==> config.mk <==
export PLATFORM = sky130hd
export DESIGN_NAME = axi_rd_monitor
export DESIGN_NICKNAME = d
export VERILOG_FILES = /design/src/rtl/axi_rd_monitor.sv
export SDC_FILE = /design/constraint.sdc
export NUM_CORES = 1
export LEC_CHECK = 0
export ABC_AREA = 1
export BUFFER_PORTS_ARGS = -buffer_cell sky130_fd_sc_hd__buf_2
export CORE_AREA = 2 2 105 107
export CTS_CLUSTER_SIZE = 8
export DETAILED_ROUTE_END_ITERATION = 10
export DIE_AREA = 0 0 107 109
export GPL_TIMING_DRIVEN = 0
export PLACE_DENSITY = 0.79
export SYNTH_ARGS = -nofsm -noshare
export SYNTH_HDL_FRONTEND = slang
export SYNTH_SLANG_ARGS = --single-unit
==> constraint.sdc <==
create_clock -name AXI_ACLK -period 2.5 [get_ports AXI_ACLK]
set_clock_uncertainty 0.2 [all_clocks]
set_input_delay 0.375 -clock AXI_ACLK [delete_from_list [all_inputs] [get_ports AXI_ACLK]]
set_output_delay 0.375 -clock AXI_ACLK [all_outputs]
set_load 0.1 [all_outputs]
==> src/rtl/axi_rd_monitor.sv <==
// Passive AXI4-Lite read-path monitor: checks AR/R handshake rules and tracks outstanding reads.
// Each violation raises a pulse, a sticky bit and a first-error code; it also keeps completion and error-response counters.
module axi_rd_monitor #(
  parameter int MAXWAIT          = 5,
  parameter int MAX_OUTSTANDING  = 4,
  parameter int C_AXI_DATA_WIDTH = 32,
  parameter int C_AXI_ADDR_WIDTH = 8,
  localparam int OW = $clog2(MAX_OUTSTANDING + 1)
) (
  input  logic                        AXI_ACLK,
  input  logic                        AXI_ARESETN,
  input  logic [C_AXI_ADDR_WIDTH-1:0] AXI_ARADDR,
  input  logic [2:0]                  AXI_ARPROT,
  input  logic                        AXI_ARVALID,
  input  logic                        AXI_ARREADY,
  input  logic [C_AXI_DATA_WIDTH-1:0] AXI_RDATA,
  input  logic [1:0]                  AXI_RRESP,
  input  logic                        AXI_RVALID,
  input  logic                        AXI_RREADY,
  input  logic                        ERR_CLEAR,
  output logic [7:0]                  ERR_PULSE,
  output logic [7:0]                  ERR_STICKY,
  output logic [2:0]                  ERR_FIRST,
  output logic                        ERR_FIRST_VALID,
  output logic [OW-1:0]               OUTSTANDING,
  output logic [31:0]                 RD_COUNT,
  output logic [15:0]                 RESP_ERR_COUNT
);

  localparam int WW = $clog2(MAXWAIT + 2);
  localparam logic [WW-1:0] WAIT_LIM = WW'(MAXWAIT + 1);
  localparam logic [WW-1:0] WAIT_PRE = WW'(MAXWAIT);
  localparam logic [OW-1:0] OUT_MAX  = OW'(MAX_OUTSTANDING);

  logic                        prev_aresetn;
  logic                        prev_arvalid;
  logic                        prev_arready;
  logic [C_AXI_ADDR_WIDTH-1:0] prev_araddr;
  logic [2:0]                  prev_arprot;
  logic                        prev_rvalid;
  logic                        prev_rready;
  logic [C_AXI_DATA_WIDTH-1:0] prev_rdata;
  logic [1:0]                  prev_rresp;
  logic [WW-1:0]               wait_cnt;

  logic          arhs;
  logic          rhs;
  logic          r_stall;
  logic          ar_held;
  logic          r_held;
  logic [7:0]    pulse_c;
  logic [WW-1:0] wait_next;
  logic [OW-1:0] out_next;

  function automatic logic [2:0] lowest_idx(input logic [7:0] v);
    lowest_idx = 3'd0;
    for (int i = 7; i >= 0; i--) begin
      if (v[i]) lowest_idx = 3'(i);
    end
  endfunction

  // Rule evaluation; the always_ff reset branch discards everything while ARESETN is low.
  always_comb begin
    arhs    = AXI_ARVALID & AXI_ARREADY;
    rhs     = AXI_RVALID & AXI_RREADY;
    r_stall = AXI_RVALID & ~AXI_RREADY;
    ar_held = prev_aresetn & prev_arvalid & ~prev_arready;
    r_held  = prev_aresetn & prev_rvalid & ~prev_rready;

    pulse_c    = 8'h00;
    pulse_c[0] = ar_held & ~AXI_ARVALID;
    pulse_c[1] = ar_held & ((AXI_ARADDR != prev_araddr) | (AXI_ARPROT != prev_arprot));
    pulse_c[2] = ~prev_aresetn & AXI_RVALID;
    pulse_c[3] = r_held & ~AXI_RVALID;
    pulse_c[4] = r_held & ((AXI_RDATA != prev_rdata) | (AXI_RRESP != prev_rresp));
    pulse_c[5] = rhs & (OUTSTANDING == '0);
    pulse_c[6] = arhs & ~rhs & (OUTSTANDING == OUT_MAX);
    pulse_c[7] = r_stall & (wait_cnt == WAIT_PRE);

    wait_next = '0;
    if (r_stall) wait_next = (wait_cnt == WAIT_LIM) ? WAIT_LIM : wait_cnt + 1'b1;

    // A simultaneous AR and R with nothing outstanding counts the AR only.
    out_next = OUTSTANDING;
    if (arhs && !rhs) begin
      if (OUTSTANDING != OUT_MAX) out_next = OUTSTANDING + 1'b1;
    end else if (rhs && !arhs) begin
      if (OUTSTANDING != '0) out_next = OUTSTANDING - 1'b1;
    end else if (arhs && rhs && OUTSTANDING == '0) begin
      out_next = OW'(1);
    end
  end

  always_ff @(posedge AXI_ACLK) begin
    if (!AXI_ARESETN) begin
      prev_aresetn    <= 1'b0;
      prev_arvalid    <= 1'b0;
      prev_arready    <= 1'b0;
      prev_araddr     <= '0;
      prev_arprot     <= '0;
      prev_rvalid     <= 1'b0;
      prev_rready     <= 1'b0;
      prev_rdata      <= '0;
      prev_rresp      <= '0;
      wait_cnt        <= '0;
      ERR_PULSE       <= '0;
      ERR_STICKY      <= '0;
      ERR_FIRST       <= '0;
      ERR_FIRST_VALID <= 1'b0;
      OUTSTANDING     <= '0;
      RD_COUNT        <= '0;
      RESP_ERR_COUNT  <= '0;
    end else begin
      prev_aresetn <= 1'b1;
      prev_arvalid <= AXI_ARVALID;
      prev_arready <= AXI_ARREADY;
      prev_araddr  <= AXI_ARADDR;
      prev_arprot  <= AXI_ARPROT;
      prev_rvalid  <= AXI_RVALID;
      prev_rready  <= AXI_RREADY;
      prev_rdata   <= AXI_RDATA;
      prev_rresp   <= AXI_RRESP;
      wait_cnt     <= wait_next;
      ERR_PULSE    <= pulse_c;
      OUTSTANDING  <= out_next;

      // Clear drops history but keeps whatever fires in the same cycle.
      if (ERR_CLEAR) begin
        ERR_STICKY      <= pulse_c;
        ERR_FIRST_VALID <= |pulse_c;
        ERR_FIRST       <= lowest_idx(pulse_c);
      end else begin
        ERR_STICKY <= ERR_STICKY | pulse_c;
        if (!ERR_FIRST_VALID && |pulse_c) begin
          ERR_FIRST_VALID <= 1'b1;
          ERR_FIRST       <= lowest_idx(pulse_c);
        end
      end

      if (rhs) begin
        RD_COUNT <= RD_COUNT + 32'd1;
        if (AXI_RRESP[1] && RESP_ERR_COUNT != 16'hFFFF) RESP_ERR_COUNT <= RESP_ERR_COUNT + 16'd1;
      end
    end
  end

endmodule
==> run_results.csv <==
group,metric,value,unit
global_routing,grt_max_degree,17,
sta,finalHoldViolCount,0,
yosys,synth_edf_count,0,
layout,fillers,798,
layout,layout.nets,1030,
placement,dp.cells,1038,
placement,gp_congestion,0.927,
yosys,synth_area_leaders,"dfxtp_1 (44%), nand2_1 (13%), inv_1 (10%), nor2_1 (4.9%), xnor2_1 (4.2%)",
clocking,ctsLongestPathBuffers,2,
layout,drive_above_1_share,19.5,%
clocking,cts_tree,"yes",
placement,dp_hpwl,9490,µm
layout,register_area,2500,µm²
yosys,yosys_register_bits,124,
worst_setup_path,endpoint_kind,"flop",
sta,setup_viol,0,
clocking,cts.sinks,124,
routing,wirelength,14600,µm
floorplan,rows,38,
layout,diodes,0,
floorplan,fp.dieH,109,µm
clocking,clock_latency,0.52,ns
clocking,cts_htree_levels,4,
routing,routed_via_density,4.81,
sta,relSlewSlack,60.5,%
global_routing,grt_pass1_wl,23700,µm
sta,report.final.slew_viol_count,0,
routing,wire_per_inst,13.0,µm
worst_setup_path,critPathKind,"input port to flop",
global_routing,grt_pass1_vias,5314,
sta,max_freq,0.438,GHz
yosys,synthArstFlopShare,0,%
worst_setup_path,r2r_setup_slack,0.32,ns
routing,vias,5382,
sta,fin_crit_sh,91.4,%
clocking,numCtsBuffers,17,
global_routing,antenna_found_initial,0,
layout,multi_input_area,2490,µm²
outcome,status,"complete, no violations",
worst_setup_path,cp.arrival,2.49,ns
layout,stdcell_count,1120,
yosys,yosys.area.top_type,"dfxtp_1",
power,leakagePower,3.74,nW
sta,rsz0062_at_grt,"no",
worst_setup_path,cp.required,2.70,ns
floorplan,coreArea,10600,µm²
floorplan,die_area,11700,µm²
routing,initialDrtViolationCount,258,
routing,final_antenna_net_count,0,
worst_setup_path,startpoint,"AXI_ARVALID",
clocking,path_clk_slew,0.06,ns
yosys,syn_avg_cell_area,7.23,µm²
global_routing,grt.overflow.total,0,
placement,portBuffers,122,
sta,tightest_slew,0.593,ns
routing,post-route-drc-count,0,
sta,fin_tns_setup,0,ns
yosys,netlist.area_leader.share,44.2,%
floorplan,io_pins,123,
clocking,ctsResizeCount,0,
global_routing,track_usage,26.0,%
worst_setup_path,critical_path.startpoint_type,"input port",
floorplan,die_w,107,µm
layout,layout-area-overhead-vs-synth,33.7,%
worst_setup_path,r2r_start,"RD_COUNT[0]$_SDFFE_PN0P_",
yosys,yosysWarnings,0,
clocking,root_buffer,"clkbuf_8",
yosys,synth_ff_type,"dfxtp_1",
yosys,synth_fp_nets,839,
routing,drt_pass1_iterations,6,
power,ir_worst_vdd,0.484,mV
floorplan,start_util,53.0,%
yosys,yosysUniqueCellTypes,39,
worst_setup_path,crit_path_max_fanout,6,
run,drv_cap,0,
yosys,ys_seq_area_share,44.2,%
sta,fin_crit,2.28,ns
power,p_per_area,686,nW/µm²
worst_hold_path,hp-start,"ERR_CLEAR",
layout,utilization,70.8,%
worst_hold_path,hp-class,"input port to flop",
yosys,synthCells,776,
yosys,syn_area,5610,µm²
## cell usage after synthesis, types with 2 or more instances
library cell,number
nand2_1,201
inv_1,152
dfxtp_1,124
nor2_1,74
a21oi_1,41
xnor2_1,27
nand3_1,25
o21ai_0,22
nor3_1,16
xor2_1,13
clkbuf_1,11
ha_1,11
nand4_1,9
nor3b_1,6
nor2_4,5
o21a_1,4
a211oi_1,3
nor4_1,3
a31oi_1,2
and3_1,2
buf_1,2
clkinv_1,2
nand2_4,2
nor2_2,2
nor3_2,2
o31ai_1,2
## cells in the final DEF (no fill, tap or decap), drive strengths merged
cell / instances
nor3: 18
clkinvlp: 3
dfxtp: 124
a31o: 1
nand2: 203
nand3: 26
a21oi: 41
buf: 125
o21a: 4
o31ai: 2
nand4: 10
ha: 11
nor2: 81
clkinv: 3
a31oi: 2
o211ai: 1
bufinv: 2
o21ba: 1
inv: 163
o21bai: 1
xnor2: 27
and3: 2
a211oi: 3
xor2: 13
o21ai: 23
o221a: 1
nor3b: 6
clkbuf: 28
nor4: 5
dlygate4sd3: 50
## final timing paths
path	end	cells past startpoint
min reg2reg	ERR_STICKY[7]$_SDFF_PN0_	2
max reg2reg	RD_COUNT[28]$_SDFFE_PN0P_	12
min	ERR_FIRST_VALID$_SDFFE_PN0P_	4
max	ERR_FIRST[1]$_SDFFE_PN0P_	13
## routing by layer
layer | global-route usage (%) | share of wire [%] | routed length [µm]
met5 | 0 | 0 | 0
met4 | 8.07 | 1.9 | 276
met3 | 7.83 | 6.2 | 900
met2 | 47.4 | 51 | 7410
met1 | 29.1 | 41 | 6010
## critical path, cell delays in order
cell,delay (ns)
dlygate4sd3_1,0.54
buf_2,0.14
nand2_1,0.10
inv_1,0.07
ha_1,0.25
nand3_1,0.24
nand2_1,0.11
nor2_1,0.20
nand3_1,0.14
nand2_1,0.14
nand3_1,0.08
nand2_1,0.07
nor2_1,0.04
## sequential cells by signal, summed over array words and instances, names as in the netlist
register and flops:
RD_COUNT 32, prev_rdata 32, RESP_ERR_COUNT 16, ERR_PULSE 8
ERR_STICKY 8, prev_araddr 8, ERR_FIRST 3, OUTSTANDING 3
prev_arprot 3, wait_cnt 3, prev_rresp 2, ERR_FIRST_VALID 1
prev_aresetn 1, prev_arready 1, prev_arvalid 1, prev_rready 1
prev_rvalid 1
## area by class of cell
type,count,area share [%]
well taps,140,2.33
multi-input cells,482,33.1
plain buffers,14,0.750
inverters,156,7.83
repair buffers,172,14.8
clock buffers,17,5.52
flip-flops and latches,124,33.3
clock inverters,15,2.30
## cell families (layout without fill, tap and decap cells)
family                     Yosys count  after routing  synth area share [%]
and+or+nand+nor                    351            351                  27.7
adders and majority gates           11             11                  2.45
AOI/OAI and AO/OA                   80             80                  7.93
buffers and inverters              170            374                  11.5
xor gates and xnor gates            40             40                  6.24
DFF                                124            124                  44.2
## what timing repair did
item	4_1_cts	5_1_grt
endpoints found under the hold margin	52	0
hold buffers	50	0
buffers inserted	0	0
## power by group
part,switching [mW],internal (mW),total (mW)
logic,0.423,0.210,0.633
clock network,0.983,1.45,2.43
registers,0.0402,2.05,2.09
total,1.45,3.71,5.15
## stage by stage
stage | instance area [µm²] | hold slack (ns) | total power [mW] | setup slack [ns]
CTS | 7510 | 0.00880 | 5.15 | 0.270
finish | 7510 | 0.0363 | 5.15 | 0.216
global route | 7510 | 0.0590 | 5.33 | 0.0758
global placement | 6420 | 0.250 | 2.67 | 0.306
detailed placement | 6420 | 0.257 | 2.68 | 0.283
floorplan | 5630 | 0.203 | 2.53 | 0.000758
Note: power is estimated with default switching activity, not from simulation.
